**config.mk**
```make
export PLATFORM = sky130hd
export DESIGN_NAME = alu_compare_sequencer_flat
export DESIGN_NICKNAME = d
export VERILOG_FILES = /design/src/rtl/alu_compare_sequencer_if.sv /design/src/rtl/alu_compare_sequencer.sv /design/src/flat_wrapper.sv
export SDC_FILE = /design/constraint.sdc
export NUM_CORES = 1
export LEC_CHECK = 0
export ABC_AREA = 1
export BUFFER_PORTS_ARGS = -buffer_cell sky130_fd_sc_hd__buf_2
export CAP_MARGIN = 10
export CORE_MARGIN = 1.5
export CORE_UTILIZATION = 53
export DETAILED_ROUTE_END_ITERATION = 10
export HOLD_SLACK_MARGIN = 0.02
export PLACE_DENSITY = 0.78
export SYNTH_ARGS = -nofsm -noshare
export SYNTH_HDL_FRONTEND = slang
export SYNTH_SLANG_ARGS = --single-unit
export TNS_END_PERCENT = 50
```
**constraint.sdc**
```tcl
create_clock -name clk -period 2.25 [get_ports clk]
set_input_delay 0.1125 -clock clk [delete_from_list [all_inputs] [get_ports clk]]
set_output_delay 0.1125 -clock clk [all_outputs]
set_load 0.05 [all_outputs]
```
**src/rtl/alu_compare_sequencer_if.sv**
```systemverilog
// Operand/result handshake bundle for the nibble-serial magnitude comparator.
// The slave modport is the comparator; the master modport is its producer/consumer.
interface alu_compare_sequencer_if #(
  parameter int WIDTH = 8
);
  logic             start_valid;
  logic             start_ready;
  logic [WIDTH-1:0] a;
  logic [WIDTH-1:0] b;
  logic             signed_cmp;
  logic             res_valid;
  logic             res_ready;
  logic             eq;
  logic             greater;
  logic             less;

  modport slave (
    input  start_valid, a, b, signed_cmp, res_ready,
    output start_ready, res_valid, eq, greater, less
  );

  modport master (
    output start_valid, a, b, signed_cmp, res_ready,
    input  start_ready, res_valid, eq, greater, less
  );
endinterface

```
**src/rtl/alu_compare_sequencer.sv**
```systemverilog
// Nibble-serial magnitude comparator: walks two WIDTH-bit operands MSB nibble first,
// carrying eq/greater state between cycles, and exits early on the first mismatch.
module alu_compare_sequencer #(
  parameter int WIDTH = 8
) (
  input logic                   clk,
  input logic                   rst_n,
  alu_compare_sequencer_if.slave bus
);
  localparam int NIBBLES = WIDTH / 4;
  localparam int IDX_W   = (NIBBLES > 1) ? $clog2(NIBBLES) : 1;
  localparam logic [IDX_W-1:0] TOP_IDX = IDX_W'(NIBBLES - 1);

  typedef enum logic [1:0] {
    IDLE = 2'd0,
    RUN  = 2'd1,
    DONE = 2'd2
  } state_t;

  state_t           state_r;
  logic [WIDTH-1:0] a_r;
  logic [WIDTH-1:0] b_r;
  logic             signed_r;
  logic             eq_acc_r;
  logic             gt_acc_r;
  logic [IDX_W-1:0] idx_r;
  logic             idle_r;
  logic             res_valid_r;
  logic             eq_r;
  logic             greater_r;
  logic             less_r;

  logic [3:0]       na_s;
  logic [3:0]       nb_s;
  logic             flip_s;
  logic             gt_s;
  logic             lt_s;
  logic             eq_nxt_s;
  logic             gt_nxt_s;
  logic             finish_s;

  // Unsigned 4-bit slice compare, returned as {greater, less}.
  function automatic logic [1:0] nib_cmp(input logic [3:0] na, input logic [3:0] nb);
    return {(na > nb), (na < nb)};
  endfunction

  // Select the current nibble pair and fold it into the running eq/greater state.
  always_comb begin
    na_s = 4'd0;
    nb_s = 4'd0;
    for (int i = 0; i < NIBBLES; i++) begin
      na_s = (idx_r == IDX_W'(i)) ? a_r[i*4 +: 4] : na_s;
      nb_s = (idx_r == IDX_W'(i)) ? b_r[i*4 +: 4] : nb_s;
    end
    // Offset binary on the sign nibble turns a signed compare into an unsigned one.
    flip_s       = signed_r & (idx_r == TOP_IDX);
    na_s         = na_s ^ {flip_s, 3'b000};
    nb_s         = nb_s ^ {flip_s, 3'b000};
    {gt_s, lt_s} = nib_cmp(na_s, nb_s);
    eq_nxt_s     = eq_acc_r & ~gt_s & ~lt_s;
    gt_nxt_s     = gt_s | (gt_acc_r & ~lt_s);
    finish_s     = gt_s | lt_s | (idx_r == {IDX_W{1'b0}});
  end

  // Sequencer state, captured operands, accumulators and registered result flags.
  always_ff @(posedge clk) begin
    if (!rst_n) begin
      state_r     <= IDLE;
      a_r         <= {WIDTH{1'b0}};
      b_r         <= {WIDTH{1'b0}};
      signed_r    <= 1'b0;
      eq_acc_r    <= 1'b0;
      gt_acc_r    <= 1'b0;
      idx_r       <= {IDX_W{1'b0}};
      idle_r      <= 1'b1;
      res_valid_r <= 1'b0;
      eq_r        <= 1'b0;
      greater_r   <= 1'b0;
      less_r      <= 1'b0;
    end else begin
      case (state_r)
        IDLE: begin
          if (bus.start_valid) begin
            a_r      <= bus.a;
            b_r      <= bus.b;
            signed_r <= bus.signed_cmp;
            eq_acc_r <= 1'b1;
            gt_acc_r <= 1'b0;
            idx_r    <= TOP_IDX;
            idle_r   <= 1'b0;
            state_r  <= RUN;
          end
        end
        RUN: begin
          eq_acc_r <= eq_nxt_s;
          gt_acc_r <= gt_nxt_s;
          if (finish_s) begin
            eq_r        <= eq_nxt_s;
            greater_r   <= gt_nxt_s;
            less_r      <= ~eq_nxt_s & ~gt_nxt_s;
            res_valid_r <= 1'b1;
            state_r     <= DONE;
          end else begin
            idx_r <= idx_r - IDX_W'(1);
          end
        end
        DONE: begin
          if (bus.res_ready) begin
            res_valid_r <= 1'b0;
            idle_r      <= 1'b1;
            state_r     <= IDLE;
          end
        end
        default: begin
          res_valid_r <= 1'b0;
          idle_r      <= 1'b1;
          state_r     <= IDLE;
        end
      endcase
    end
  end

  // Ready is forced low during reset even though the state already reads IDLE.
  assign bus.start_ready = idle_r & rst_n;
  assign bus.res_valid   = res_valid_r;
  assign bus.eq          = eq_r;
  assign bus.greater     = greater_r;
  assign bus.less        = less_r;
endmodule

```
**src/flat_wrapper.sv**
```systemverilog
// flat-port wrapper written by rule: the top's interface ports become plain ports
module alu_compare_sequencer_flat 
#(
  parameter int WIDTH = 8
)
  (clk, rst_n, bus_start_valid, bus_a, bus_b, bus_signed_cmp, bus_res_ready, bus_start_ready, bus_res_valid, bus_eq, bus_greater, bus_less);
  alu_compare_sequencer_if #(.WIDTH(WIDTH)) bus_i ();
  input logic clk;
  input logic rst_n;
  input wire logic [$bits(bus_i.start_valid)-1:0] bus_start_valid;
  input wire logic [$bits(bus_i.a)-1:0] bus_a;
  input wire logic [$bits(bus_i.b)-1:0] bus_b;
  input wire logic [$bits(bus_i.signed_cmp)-1:0] bus_signed_cmp;
  input wire logic [$bits(bus_i.res_ready)-1:0] bus_res_ready;
  output wire logic [$bits(bus_i.start_ready)-1:0] bus_start_ready;
  output wire logic [$bits(bus_i.res_valid)-1:0] bus_res_valid;
  output wire logic [$bits(bus_i.eq)-1:0] bus_eq;
  output wire logic [$bits(bus_i.greater)-1:0] bus_greater;
  output wire logic [$bits(bus_i.less)-1:0] bus_less;
  assign bus_i.start_valid = bus_start_valid;
  assign bus_i.a = bus_a;
  assign bus_i.b = bus_b;
  assign bus_i.signed_cmp = bus_signed_cmp;
  assign bus_i.res_ready = bus_res_ready;
  assign bus_start_ready = bus_i.start_ready;
  assign bus_res_valid = bus_i.res_valid;
  assign bus_eq = bus_i.eq;
  assign bus_greater = bus_i.greater;
  assign bus_less = bus_i.less;
  alu_compare_sequencer #(.WIDTH(WIDTH)) u_core (.clk(clk), .rst_n(rst_n), .bus(bus_i));
endmodule
```
==> impl_metrics.py <==
metrics = {
    "grt": {
        "globalRouteTotalUtil_pct": 20.0,
        "grt_max_degree": 25,
        "grt_pass1_wl_um": 4050,
        "first_global_vias": 965,
        "grt-ovfl-total": 0,
        "antenna_found_initial": 0,
    },
    "power_and_ir_drop": {
        "p_per_area_nw_per_um2": 751,
        "leakagePower_nw": 0.653,
        "seqPwrFrac_pct": 52.6,
        "comb_power_share_pct": 28.5,
        "clockPowerShare_pct": 18.9,
        "ir_drop_v": 0.000457,
        "switchingPower_w": 0.000350,
        "switching_share_pct": 33.3,
        "internal_power_w": 0.000699,
    },
    "sta": {
        "whs_ns": 0.0470,
        "period_needed_ns": 1.95,
        "rsz0062_at_grt": "no",
        "fin_ws_ns": 0.296,
        "fin_crit_sh_pct": 86.9,
        "worst_slew_pin_slew_ns": 0.651,
        "fmax_mhz": 512,
        "clock_skew_ns": 0.00504,
        "max-slew-margin-rel_pct": 56.5,
        "setup_viol_count_final": 0,
        "tns_ns": 0,
        "hold_viol": 0,
        "drv_slew": 0,
    },
    "worst_setup_path": {
        "cp-end-kind": "flip-flop",
        "rr_worst_depth": 13,
        "crit_fanout": 8,
        "crit_required_ns": 2.47,
        "arrival_ns": 2.17,
        "cp-start-kind": "flip-flop",
        "path_class": "reg2reg",
    },
    "floorplan": {
        "ios": 26,
        "rows": 17,
        "die_area_um2": 2650,
        "die_y_um": 51.5,
        "dieWidth_um": 51.5,
        "core_um2": 2210,
        "start_util_pct": 56.3,
    },
    "placed_design": {
        "port_buffers": 25,
        "pre_cts_ws_ns": 0.312,
        "gp_congestion": 0.812,
        "hpwl_um": 1790,
    },
    "route": {
        "drc_errors": 0,
        "wl_per_cell_um": 10.7,
        "ant_nets": 0,
        "routed_via_density": 5.05,
        "vias": 1090,
        "drtIter0Drc": 16,
        "drt-total-wl_um": 2320,
        "firstDrtPassIters": 5,
    },
    "cts": {
        "cts_max_path_buffers": 2,
        "clk_latency_ns": 0.31,
        "hold_buffers": 0,
        "cts_buffers": 3,
        "clk_pin_slew_ns": 0.14,
        "cts.root.buffer_cell": "clkbuf_4",
        "cts_setup_buffers": 0,
        "clock_sinks": 27,
        "cts_tree": "done",
        "cts_resized": 0,
        "cts_max_level": 1,
    },
    "logic_synthesis": {
        "yosys_warnings": 0,
        "yosysSeqAreaShare_pct": 43.4,
        "syn_inst": 164,
        "syn-num-nets": 189,
        "synth_area_um2": 1250,
        "avgSynthCellArea_um2": 7.60,
        "synth_cell_types": 25,
        "synth_seq_cells": 27,
    },
    "cells_and_area": {
        "area_growth_pct": 12.1,
        "layout.nets": 214,
        "n_antenna_cell": 0,
        "drive_gt1_share_pct": 22.3,
        "fin_util_pct": 63.2,
        "layout_common_cells": "nor2_1, dfxtp_1, buf_2",
        "layout_commonest_cell": "nor2_1",
    },
    "job": {
        "max-cap-violations": 0,
    },
    "worst_hold_path": {
        "min_path_type": "in2reg",
        "min_path_cells": 3,
    },
    "run_status": {
        "outcome": "finished, final reports clean",
    },
}
## per-layer routing
metal,track usage [%],up-vias,wire length [µm]
li1,-,575,-
met1,24.8,486,1080
met2,35.7,27,1130
met3,2.59,2,94
met4,6.58,0,17
met5,0,-,0
## synthesized netlist by cell type
cell | count | area share (%)
inv_2 | 2 | 0.60
o211ai_1 | 3 | 1.8
buf_4 | 1 | 0.60
buf_2 | 1 | 0.40
nand3_1 | 4 | 1.6
clkbuf_1 | 2 | 0.60
buf_6 | 2 | 1.8
nor2_2 | 1 | 0.50
nand3_4 | 1 | 1.4
dfxtp_1 | 27 | 43
mux2i_1 | 3 | 2.4
a21oi_1 | 8 | 3.2
ha_1 | 4 | 4.0
nor3_1 | 1 | 0.40
nor2_1 | 40 | 12
nand2_2 | 5 | 2.5
nand2_4 | 1 | 0.90
nor2_4 | 1 | 0.90
inv_6 | 1 | 0.70
inv_1 | 10 | 3.0
nand2_1 | 23 | 6.9
a21oi_2 | 1 | 0.70
or3_1 | 1 | 0.50
xnor2_1 | 2 | 1.4
o21ai_0 | 19 | 7.6
## power groups by stage
stage	registers, W	clock network [W]	logic, W
after floorplan	0.000580	0	0.000223
after global placement	0.000561	0	0.000287
after detailed placement	0.000563	0	0.000301
after CTS	0.000552	0.000209	0.000302
after global routing	0.000558	0.000228	0.000337
final	0.000552	0.000198	0.000299
## critical path, stage by stage, from the launching register on
cell and delay (ns):
dfxtp_1 0.50, buf_4 0.22, mux2i_1 0.21, ha_1 0.26
nand2_1 0.09, nand2_2 0.05, nand2_2 0.05, nand2_2 0.09
nand3_4 0.09, nand2_4 0.06, inv_2 0.08, nand2_1 0.05
nand2_1 0.06, nor2_1 0.04
## layout make-up
class,count,area [µm²]
tap,28,35.0
multi-input combinational,118,609
timing repair buffer,26,133
clock buffer,4,26.3
inverter,13,53.8
sequential,27,541
fill,214,815
## metrics by stage
stage          total power [W]  cells  instance area, µm²
6_report               0.00105    216                1400
3_5_place_dp          0.000864    212                1370
5_1_grt                0.00112    216                1400
2_1_floorplan         0.000802    164                1250
4_1_cts                0.00106    216                1400
3_3_place_gp          0.000848    212                1370
## registers in the layout, indices dropped and copies added (netlist names)
signal and count:
u_core.a_r 8, u_core.bus.greater 1, u_core.gt_acc_r 1, u_core.bus.res_valid 1, u_core.idx_r 1, u_core.b_r 8, u_core.bus.less 1, u_core.signed_r 1
u_core.bus.eq 1, u_core.idle_r 1, u_core.eq_acc_r 1, u_core.state_r 2
## cells by family after synthesis
family | share of synthesized area [%]
compound gates | 13.4
simple gates | 27.7
xor+xnor | 1.41
flops | 43.4
buf+inv | 7.73
mux | 2.41
fa+ha+maj | 4.02
## final timing paths
path	start	to	slack (ns)
setup reg to reg	u_core.idx_r	u_core.bus.greater	0.30
setup / recovery	u_core.idx_r	u_core.bus.greater	0.30
hold / removal	bus_signed_cmp	u_core.signed_r	0.05
hold reg to reg	u_core.bus.less	u_core.bus.less	0.47
(Power assumes the default switching activity.)
